<file path="config.mk">
export PLATFORM = sky130hd
export DESIGN_NAME = vmode_sequencer
export DESIGN_NICKNAME = d
export VERILOG_FILES = /design/src/rtl/vmode_pkg.sv /design/src/rtl/vmode_button.sv /design/src/rtl/vmode_sequencer.sv
export SDC_FILE = /design/constraint.sdc
export NUM_CORES = 1
export LEC_CHECK = 0
export CORE_MARGIN = 4
export CORE_UTILIZATION = 40
export CTS_CLUSTER_DIAMETER = 40
export CTS_CLUSTER_SIZE = 8
export DETAILED_ROUTE_END_ITERATION = 12
export GPL_ROUTABILITY_DRIVEN = 0
export GPL_TIMING_DRIVEN = 0
export HOLD_SLACK_MARGIN = 0.06
export MAX_ROUTING_LAYER = met4
export PLACE_DENSITY_LB_ADDON = 0.25
export SLEW_MARGIN = 25
export SYNTH_ARGS = -nofsm -noshare
export SYNTH_HDL_FRONTEND = slang
export SYNTH_SLANG_ARGS = --single-unit
</file>
<file path="constraint.sdc">
create_clock -name clkvideo -period 4.1 [get_ports clkvideo]
set_input_delay 1.025 -clock clkvideo [delete_from_list [all_inputs] [get_ports clkvideo]]
set_output_delay 1.025 -clock clkvideo [all_outputs]
set_load 0.05 [all_outputs]
</file>
<file path="src/rtl/vmode_pkg.sv">
// Shared types and helpers for the palette mode sequencer.
package vmode_pkg;

  localparam int unsigned VMODE_W           = 4;
  localparam int unsigned NUM_MODES_DEFAULT = 11;

  typedef enum logic [VMODE_W-1:0] {
    MONO     = 4'd0,
    GREY     = 4'd1,
    RGB1     = 4'd2,
    RGB2     = 4'd3,
    FIELD    = 4'd4,
    ICE      = 4'd5,
    XMAS     = 4'd6,
    MARKSMAN = 4'd7,
    VEGAS    = 4'd8,
    AY8515   = 4'd9,
    TRQ      = 4'd10
  } vmode_e;

  typedef enum logic {
    DIR_PREV = 1'b0,
    DIR_NEXT = 1'b1
  } dir_e;

  typedef enum logic {
    IDLE    = 1'b0,
    PENDING = 1'b1
  } req_state_e;

  // One step forward or backward through 0 .. num_modes-1 with wrap-around.
  function automatic logic [VMODE_W-1:0] step_mode(
    input logic [VMODE_W-1:0] mode,
    input dir_e               dir,
    input int unsigned        num_modes
  );
    logic [VMODE_W-1:0] last;
    last = VMODE_W'(num_modes - 1);
    if (dir == DIR_NEXT) begin
      return (mode == last) ? '0 : VMODE_W'(mode + 1);
    end
    return (mode == '0) ? last : VMODE_W'(mode - 1);
  endfunction

endpackage

</file>
<file path="src/rtl/vmode_button.sv">
// One front-panel button: synchroniser, debounce, press edge and
// frame-based auto-repeat, producing a one-cycle step event.
module vmode_button #(
  parameter int unsigned DEBOUNCE_CYCLES = 500000,
  parameter int unsigned REPEAT_FRAMES   = 30
) (
  input  logic clkvideo,
  input  logic rst_n,
  input  logic btn,
  input  logic frame_tick,
  output logic step
);

  localparam int unsigned DB_W  = 20;
  localparam int unsigned RPT_W = 8;

  logic             btn_meta;
  logic             btn_sync;
  logic             level;
  logic             level_d;
  logic [DB_W-1:0]  db_cnt;
  logic [RPT_W-1:0] rpt_cnt;
  logic             rise;
  logic             rpt_hit;

  // Press edge and repeat expiry for this cycle.
  always_comb begin
    rise    = level & ~level_d;
    rpt_hit = (REPEAT_FRAMES != 0) && level && frame_tick &&
              (rpt_cnt == RPT_W'(REPEAT_FRAMES - 1));
  end

  // Two-flop synchroniser for the raw pin.
  always_ff @(posedge clkvideo or negedge rst_n) begin
    if (!rst_n) begin
      btn_meta <= 1'b0;
      btn_sync <= 1'b0;
    end else begin
      btn_meta <= btn;
      btn_sync <= btn_meta;
    end
  end

  // Accept a new level only after it has held for DEBOUNCE_CYCLES cycles.
  always_ff @(posedge clkvideo or negedge rst_n) begin
    if (!rst_n) begin
      level  <= 1'b0;
      db_cnt <= '0;
    end else if (btn_sync == level) begin
      db_cnt <= '0;
    end else if (db_cnt == DB_W'(DEBOUNCE_CYCLES - 1)) begin
      level  <= btn_sync;
      db_cnt <= '0;
    end else begin
      db_cnt <= db_cnt + 20'd1;
    end
  end

  // Count frames while held; wrap and fire a repeat at REPEAT_FRAMES.
  always_ff @(posedge clkvideo or negedge rst_n) begin
    if (!rst_n) begin
      rpt_cnt <= '0;
    end else if (!level) begin
      rpt_cnt <= '0;
    end else if (frame_tick && (REPEAT_FRAMES != 0)) begin
      rpt_cnt <= rpt_hit ? '0 : rpt_cnt + 8'd1;
    end
  end

  // Registered step: press edge or auto-repeat expiry.
  always_ff @(posedge clkvideo or negedge rst_n) begin
    if (!rst_n) begin
      level_d <= 1'b0;
      step    <= 1'b0;
    end else begin
      level_d <= level;
      step    <= rise | rpt_hit;
    end
  end

endmodule

</file>
<file path="src/rtl/vmode_sequencer.sv">
// Palette mode selector: two debounced buttons step the mode, and the
// new mode is committed only on a vsync frame boundary.
module vmode_sequencer
  import vmode_pkg::*;
#(
  parameter int unsigned DEBOUNCE_CYCLES = 500000,
  parameter int unsigned NUM_MODES       = NUM_MODES_DEFAULT,
  parameter int unsigned DEFAULT_MODE    = 0,
  parameter int unsigned REPEAT_FRAMES   = 30
) (
  input  logic               clkvideo,
  input  logic               rst_n,
  input  logic               btn_next,
  input  logic               btn_prev,
  input  logic               vsync,
  output logic [VMODE_W-1:0] vmode,
  output logic               mode_changed
);

  logic       vs_meta;
  logic       vs_sync;
  logic       vs_prev;
  logic       frame_tick;
  logic       step_next;
  logic       step_prev;
  req_state_e state;
  dir_e       dir;

  // Synchronise vsync and register its rising edge as the frame tick.
  always_ff @(posedge clkvideo or negedge rst_n) begin
    if (!rst_n) begin
      vs_meta    <= 1'b0;
      vs_sync    <= 1'b0;
      vs_prev    <= 1'b0;
      frame_tick <= 1'b0;
    end else begin
      vs_meta    <= vsync;
      vs_sync    <= vs_meta;
      vs_prev    <= vs_sync;
      frame_tick <= vs_sync & ~vs_prev;
    end
  end

  vmode_button #(
    .DEBOUNCE_CYCLES (DEBOUNCE_CYCLES),
    .REPEAT_FRAMES   (REPEAT_FRAMES)
  ) u_btn_next (
    .clkvideo   (clkvideo),
    .rst_n      (rst_n),
    .btn        (btn_next),
    .frame_tick (frame_tick),
    .step       (step_next)
  );

  vmode_button #(
    .DEBOUNCE_CYCLES (DEBOUNCE_CYCLES),
    .REPEAT_FRAMES   (REPEAT_FRAMES)
  ) u_btn_prev (
    .clkvideo   (clkvideo),
    .rst_n      (rst_n),
    .btn        (btn_prev),
    .frame_tick (frame_tick),
    .step       (step_prev)
  );

  // Latch one request per frame and commit it on the next frame tick.
  always_ff @(posedge clkvideo or negedge rst_n) begin
    if (!rst_n) begin
      state        <= IDLE;
      dir          <= DIR_NEXT;
      vmode        <= VMODE_W'(DEFAULT_MODE);
      mode_changed <= 1'b0;
    end else begin
      mode_changed <= 1'b0;
      case (state)
        IDLE: begin
          if (step_next ^ step_prev) begin
            dir   <= step_next ? DIR_NEXT : DIR_PREV;
            state <= PENDING;
          end
        end
        PENDING: begin
          if (frame_tick) begin
            vmode        <= step_mode(vmode, dir, NUM_MODES);
            mode_changed <= 1'b1;
            state        <= IDLE;
          end
        end
        default: state <= IDLE;
      endcase
    end
  end

endmodule
</file>
; Word level (Yosys, flattened, before mapping)
; Index checks and enable logic that the tools add are counted.
[classes]
reduce_logical = 9
n_bitwise = 12
add_sub_neg = 6
eq_ne = 9
muxes = 23
[ops]
columns = op, n
row1 = $mux W20, 4
row2 = $mux W8, 6
row3 = $add A20 B1 Y20 const B, 2
row4 = $eq A20 B19 Y1 const B, 2
row5 = $add A8 B1 Y8 const B, 2
row6 = $eq A8 B5 Y1 const B, 2
row7 = $mux W4, 4
row8 = $mux W1, 8
row9 = $reduce_and A2 Y1, 4
row10 = $not A1 Y1, 6
row11 = $add A4 B1 Y4 const B, 1
row12 = $eq A4 B4 Y1 const B, 1
row13 = $logic_and A1 B1 Y1, 4
row14 = $logic_not A4 Y1, 1
row15 = $ne A2 B2 Y1 const B, 2
row16 = $sub A4 B1 Y4 const B, 1
row17 = $and A1 B1 Y1, 3
row18 = $eq A1 B1 Y1, 2
row19 = $or A1 B1 Y1, 2
row20 = $pmux W1 S2, 1
row21 = $xor A1 B1 Y1, 1
[totals]
input_bits = 5
regBits = 77
wordCells = 81

; Logic depth before layout (Yosys ltp)
[logic_depth]
depth_word = 5
mapped_depth = 7
depth_no_buf = 6

; By module
; From an unflattened synthesis, not the netlist that was laid out.
[hier_totals]
hier_cells = 374
hier_area_um2 = 3732.3
[by_module_without_submodules]
columns = module, area_per_inst_um2, n_inst, cells_each, seq_area_each_um2
row1 = vmode_button (u_btn_prev), 1596.5, 1, 163, 825.8
row2 = vmode_button (u_btn_next), 1584.0, 1, 158, 825.8
row3 = vmode_sequencer, 551.8, 1, 53, 276.5

; Worst setup path after synthesis
; OpenSTA, ideal clock, no wires.
[synth_timing]
path_kind = register to register
startpoint = reg u_btn_next.rpt_cnt[1]
endpoint = reg u_btn_next.rpt_cnt[7]
t_arrival_ns = 1.687
stages_incl_launch_ff = 8
path_buffers = 1
required_time_ns = 3.982
setup_ns = 0.118
synth_period_minus_slack_ns = 1.806
setup_slack_ns = 2.294
cell_sequence = dfrtp_1 > inv_1 > ha_1 > or4b_1 > o211ai_1 > buf_2 > o21ai_0 > a21o_1
[synth_via]
elab_chain_len = 5
[synth_lines]
columns = item, line
row1 = "start, declared", vmode_button.sv:22  ; logic [RPT_W-1:0] rpt_cnt;
row2 = "start signal, assigned", vmode_button.sv:66  ; rpt_cnt <= rpt_hit ? '0 : rpt_cnt + 8'd1;
row3 = branches (longest 2 deep; another with $add A8 B1 Y8), -
row4 = $mux W8 (*), vmode_button.sv:66
row5 = $mux W8 (*), vmode_button.sv:65  ; end else if (frame_tick && (REPEAT_FRAMES != 0)) begin
row6 = $mux W8 (*), vmode_button.sv:63  ; end else if (!level) begin
; Mark *: on every way between the ends. The select of a mux whose other input is x is not followed.
; A chain may end at the register's enable or synchronous reset.

; Worst setup path in the final report
[layout_timing]
startpoint = reg vmode[1]
endpoint = out vmode[1]
[layout_lines]
columns = item, line
row1 = "start, declared", vmode_sequencer.sv:16  ; output logic [VMODE_W-1:0] vmode,
row2 = "start signal, assigned", vmode_sequencer.sv:71  ; vmode <= VMODE_W'(DEFAULT_MODE);
row3 = "start signal, assigned", vmode_sequencer.sv:84  ; vmode <= step_mode(vmode, dir, NUM_MODES);
; No word-level cell between the ends.

==> summary.md <==
| Metric | Value |
|---|---|
| Fillers | 881 |
| Initial Util | 0.410 |
| Synth async-reset ratio | 1.00 |
| Resize count post-CTS | 0 |
| H-tree levels | 3 |
| Sequential-to-total area share from yosys stat | 0.511 |
| Grt ovf | 0 |
| RSZ-0062 raised after global routing | no |
| Syn_nets | 400 |
| CP Cell Sequence | clkdlybuf4s50_1 |
| Max stage delay on crit path | 840 ps |
| Prevailing post-synth register cell | dfrtp_1 |
| Clock Tree Root | clkbuf_8 |
| Class of the worst hold path | reg2reg |
| Initial antenna violation count | 0 |
| Max Buffers Root-to-Sink | 2 |
| Postcts setup bufs | 0 |
| Power density over the cells | roughly 330 mW/mm2 |
| # hold bufs at CTS | 0 |
| Clock skew | roughly 8.3 ps |
| Die W | between 100 and 150 um |
| Synth Area in XOR/XNOR | 0.0651 |
| Die Y | 105 um |
| Buf+Inv Stages, Crit Path | 1 |
| Run status | completed |
| CP required | about 3000 ps |
| Clk sink count | 77 |
| Max-cap violation count | 0 |
| Routed WL | about 7.1 mm |
| Final setup viols | 0 |
| Final worst path period share | 0.653 |
| Max Clock Freq | 373 MHz |
| Slew HR | 0.578 |
| Gate Count Post-Synth | slightly below 400 |
| Port Buf Inserts | 9 |
| Worst setup SP type | flop |
| Worst slew pin tran | 627 ps |
| Static leakage power | 1.74 nW |
| Area Growth Syn to Fin | 11.8% |
| Post-DRT Antenna Nets | 0 |
| Commonest non-fill, non-tap cell in the layout | dfrtp_1 |
| Simple-gate area share of the yosys netlist | 0.237 |
| Core area | between 0.009 and 0.01 mm2 |
| Antenna diodes | 0 |
| Slowest cell on the critical path | clkdlybuf4s50_1 |
| Worst-path clk slew | around 90 ps |
| Vias per inst | 5.37 |
| Setup TNS | 0 ps |
| Crit. End Element | output pin |
| Post-synthesis register bit count | 77 |
| Final Hold Vio Count | 0 |
| Max-slew violation count | 0 |
| Hold WS | roughly 350 ps |
| Total Power | roughly 0.0014 W |
| Post-synthesis mux area share | 0.0139 |
| Crit path DAT | 1650 ps |
| First DRT Iteration DRCs | 95 |
| First-pass GRT wire length | about 13 mm |
| DRC Markers | 0 |
| Syn Area/Cell | approximately 10 um2 |
| Synth Area in Adders | 0.0332 |
| Die area | 0.0110 mm2 |
| Maximum VDD drop | between 0.2 and 0.25 mV |
| Wire length per cell | between 10 and 15 um |
| Placement Rows | 35 |
| I/O pin count | 10 |
| Global Route Usage Sum | 0.143 |
| Vias in the first global route | approximately 2,800 |
| Post-synth EDFFs | 0 |
| Clock latency on the worst-skew pair | between 300 and 400 ps |
| Drt pass-1 iters | 4 |
| CP Max Fanout | 6 |
| Largest family of logic cells by synthesized area | simple AND/OR/NAND/NOR gates |
| Post-synthesis compound-gate area fraction | 0.116 |
| Largest net degree at the start of global routing | 43 |
| Layout Nets | 421 |
| Most frequent cells in the layout | 76 x dfrtp_1, 38 x nor2_1, 33 x nand2_1, 24 x nand3_1, 22 x o21ai_0 |
| Post-Syn Area | approximately 0.0038 mm2 |
| CTS Buf Count | 9 |
| Share of cells above drive strength 1 | 0.0706 |
| Vias | roughly 2,800 |
| Worst Setup Path Type | reg2out |
| DP Wirelength | about 5 mm |
| Crit path max-delay family | buffers and inverters |
| Period minus WS final | ~2700 ps |
| DP Cell Count | 506 |
| Distinct cells, synth | 47 |
| Multi-input gate area | roughly 0.0018 mm2 |
| Register area | between 0.0015 and 0.002 mm2 |
| Ys Warns | 0 |
| CTS tree | built |
| Fin cells | about 520 |
[logic make-up (layout without fill, tap and decap cells)]
logic type / after synthesis / after routing
compound gates: 71 / 71
xor+xnor: 28 / 28
fa+ha+maj: 10 / 10
buf+inv: 23 / 49
flops: 77 / 77
mux: 5 / 5
simple gates: 171 / 171
[cell usage after synthesis (2+ instances only)]
cell type | n | share of area
o21ai_0 | 22 | 0.029
buf_2 | 3 | 0.0040
and4_1 | 3 | 0.0070
nor4b_1 | 2 | 0.0046
dfrtp_1 | 76 | 0.50
or2_2 | 2 | 0.0033
o22ai_1 | 3 | 0.0050
and3_1 | 4 | 0.0066
a21oi_1 | 18 | 0.024
a21o_1 | 5 | 0.010
or4_1 | 6 | 0.012
nand3_1 | 24 | 0.032
mux2_2 | 2 | 0.0060
a31oi_1 | 2 | 0.0033
nand4_1 | 9 | 0.015
o31ai_1 | 8 | 0.016
inv_1 | 12 | 0.012
ha_1 | 10 | 0.033
a211o_1 | 2 | 0.0046
xnor2_1 | 13 | 0.030
clkbuf_1 | 8 | 0.0080
xor2_1 | 15 | 0.035
or3_1 | 8 | 0.013
and2_1 | 3 | 0.0050
o211ai_1 | 4 | 0.0080
nand2_1 | 33 | 0.033
nor3b_1 | 3 | 0.0060
nor3_1 | 11 | 0.015
nor2b_1 | 7 | 0.012
nor4_1 | 9 | 0.015
nand2b_1 | 3 | 0.0050
nor2_1 | 38 | 0.038
mux2i_1 | 3 | 0.0080
[stage by stage]
step	instance area [um2]	util	setup slack, ps
finish	4220	0.459	1420
global route	4220	0.459	1340
CTS	4220	0.459	1390
detailed placement	4020	0.437	1790
global placement	4000	0.435	-757
floorplan	3770	-	2290
[flip-flops by register name (all words and copies together) (netlist names), 4 cells and up]
signal / flops
u_btn_next.db_cnt: 20
u_btn_next.rpt_cnt: 8
u_btn_prev.db_cnt: 20
vmode: 4
u_btn_prev.rpt_cnt: 8
[metal layers]
layer  up-vias  GRT usage  share of wire
li1       1409          -              -
met1      1355      0.176           0.50
met2        32      0.231           0.46
met3         9     0.0426          0.032
met4         0     0.0366          0.012
met5         -          -              0
[report_power, final]
part           internal (W)  switching [W]
Sequential         0.000767     0.00000712
Combinational     0.0000118      0.0000272
Clock              0.000297       0.000287
[area by class of cell]
cell class	count	area share
Sequential cell	77	0.457
Inverter	12	0.0107
Buffer	11	0.0107
Timing Repair Buffer	10	0.0255
Clock buffer	10	0.0326
Clock inverter	6	0.0148
Tap cell	111	0.0329
Multi-Input combinational cell	285	0.415
[worst paths after layout]
kind / start / slack [ps] / cells after the start / endpoint
worst max-delay path: vmode[1] / 1420 / 1 / vmode[1]
worst min-delay path: vs_meta / 350 / 0 / vs_sync
worst max register to register: u_btn_next.db_cnt[0] / 1980 / 6 / u_btn_next.db_cnt[12]
worst min register to register: vs_meta / 350 / 0 / vs_sync
max in group asynchronous: rst_n / 2900 / 2 / u_btn_next.btn_meta
min in group asynchronous: rst_n / 610 / 1 / vmode[1]
No activity file was read; power rests on OpenSTA's default activity.
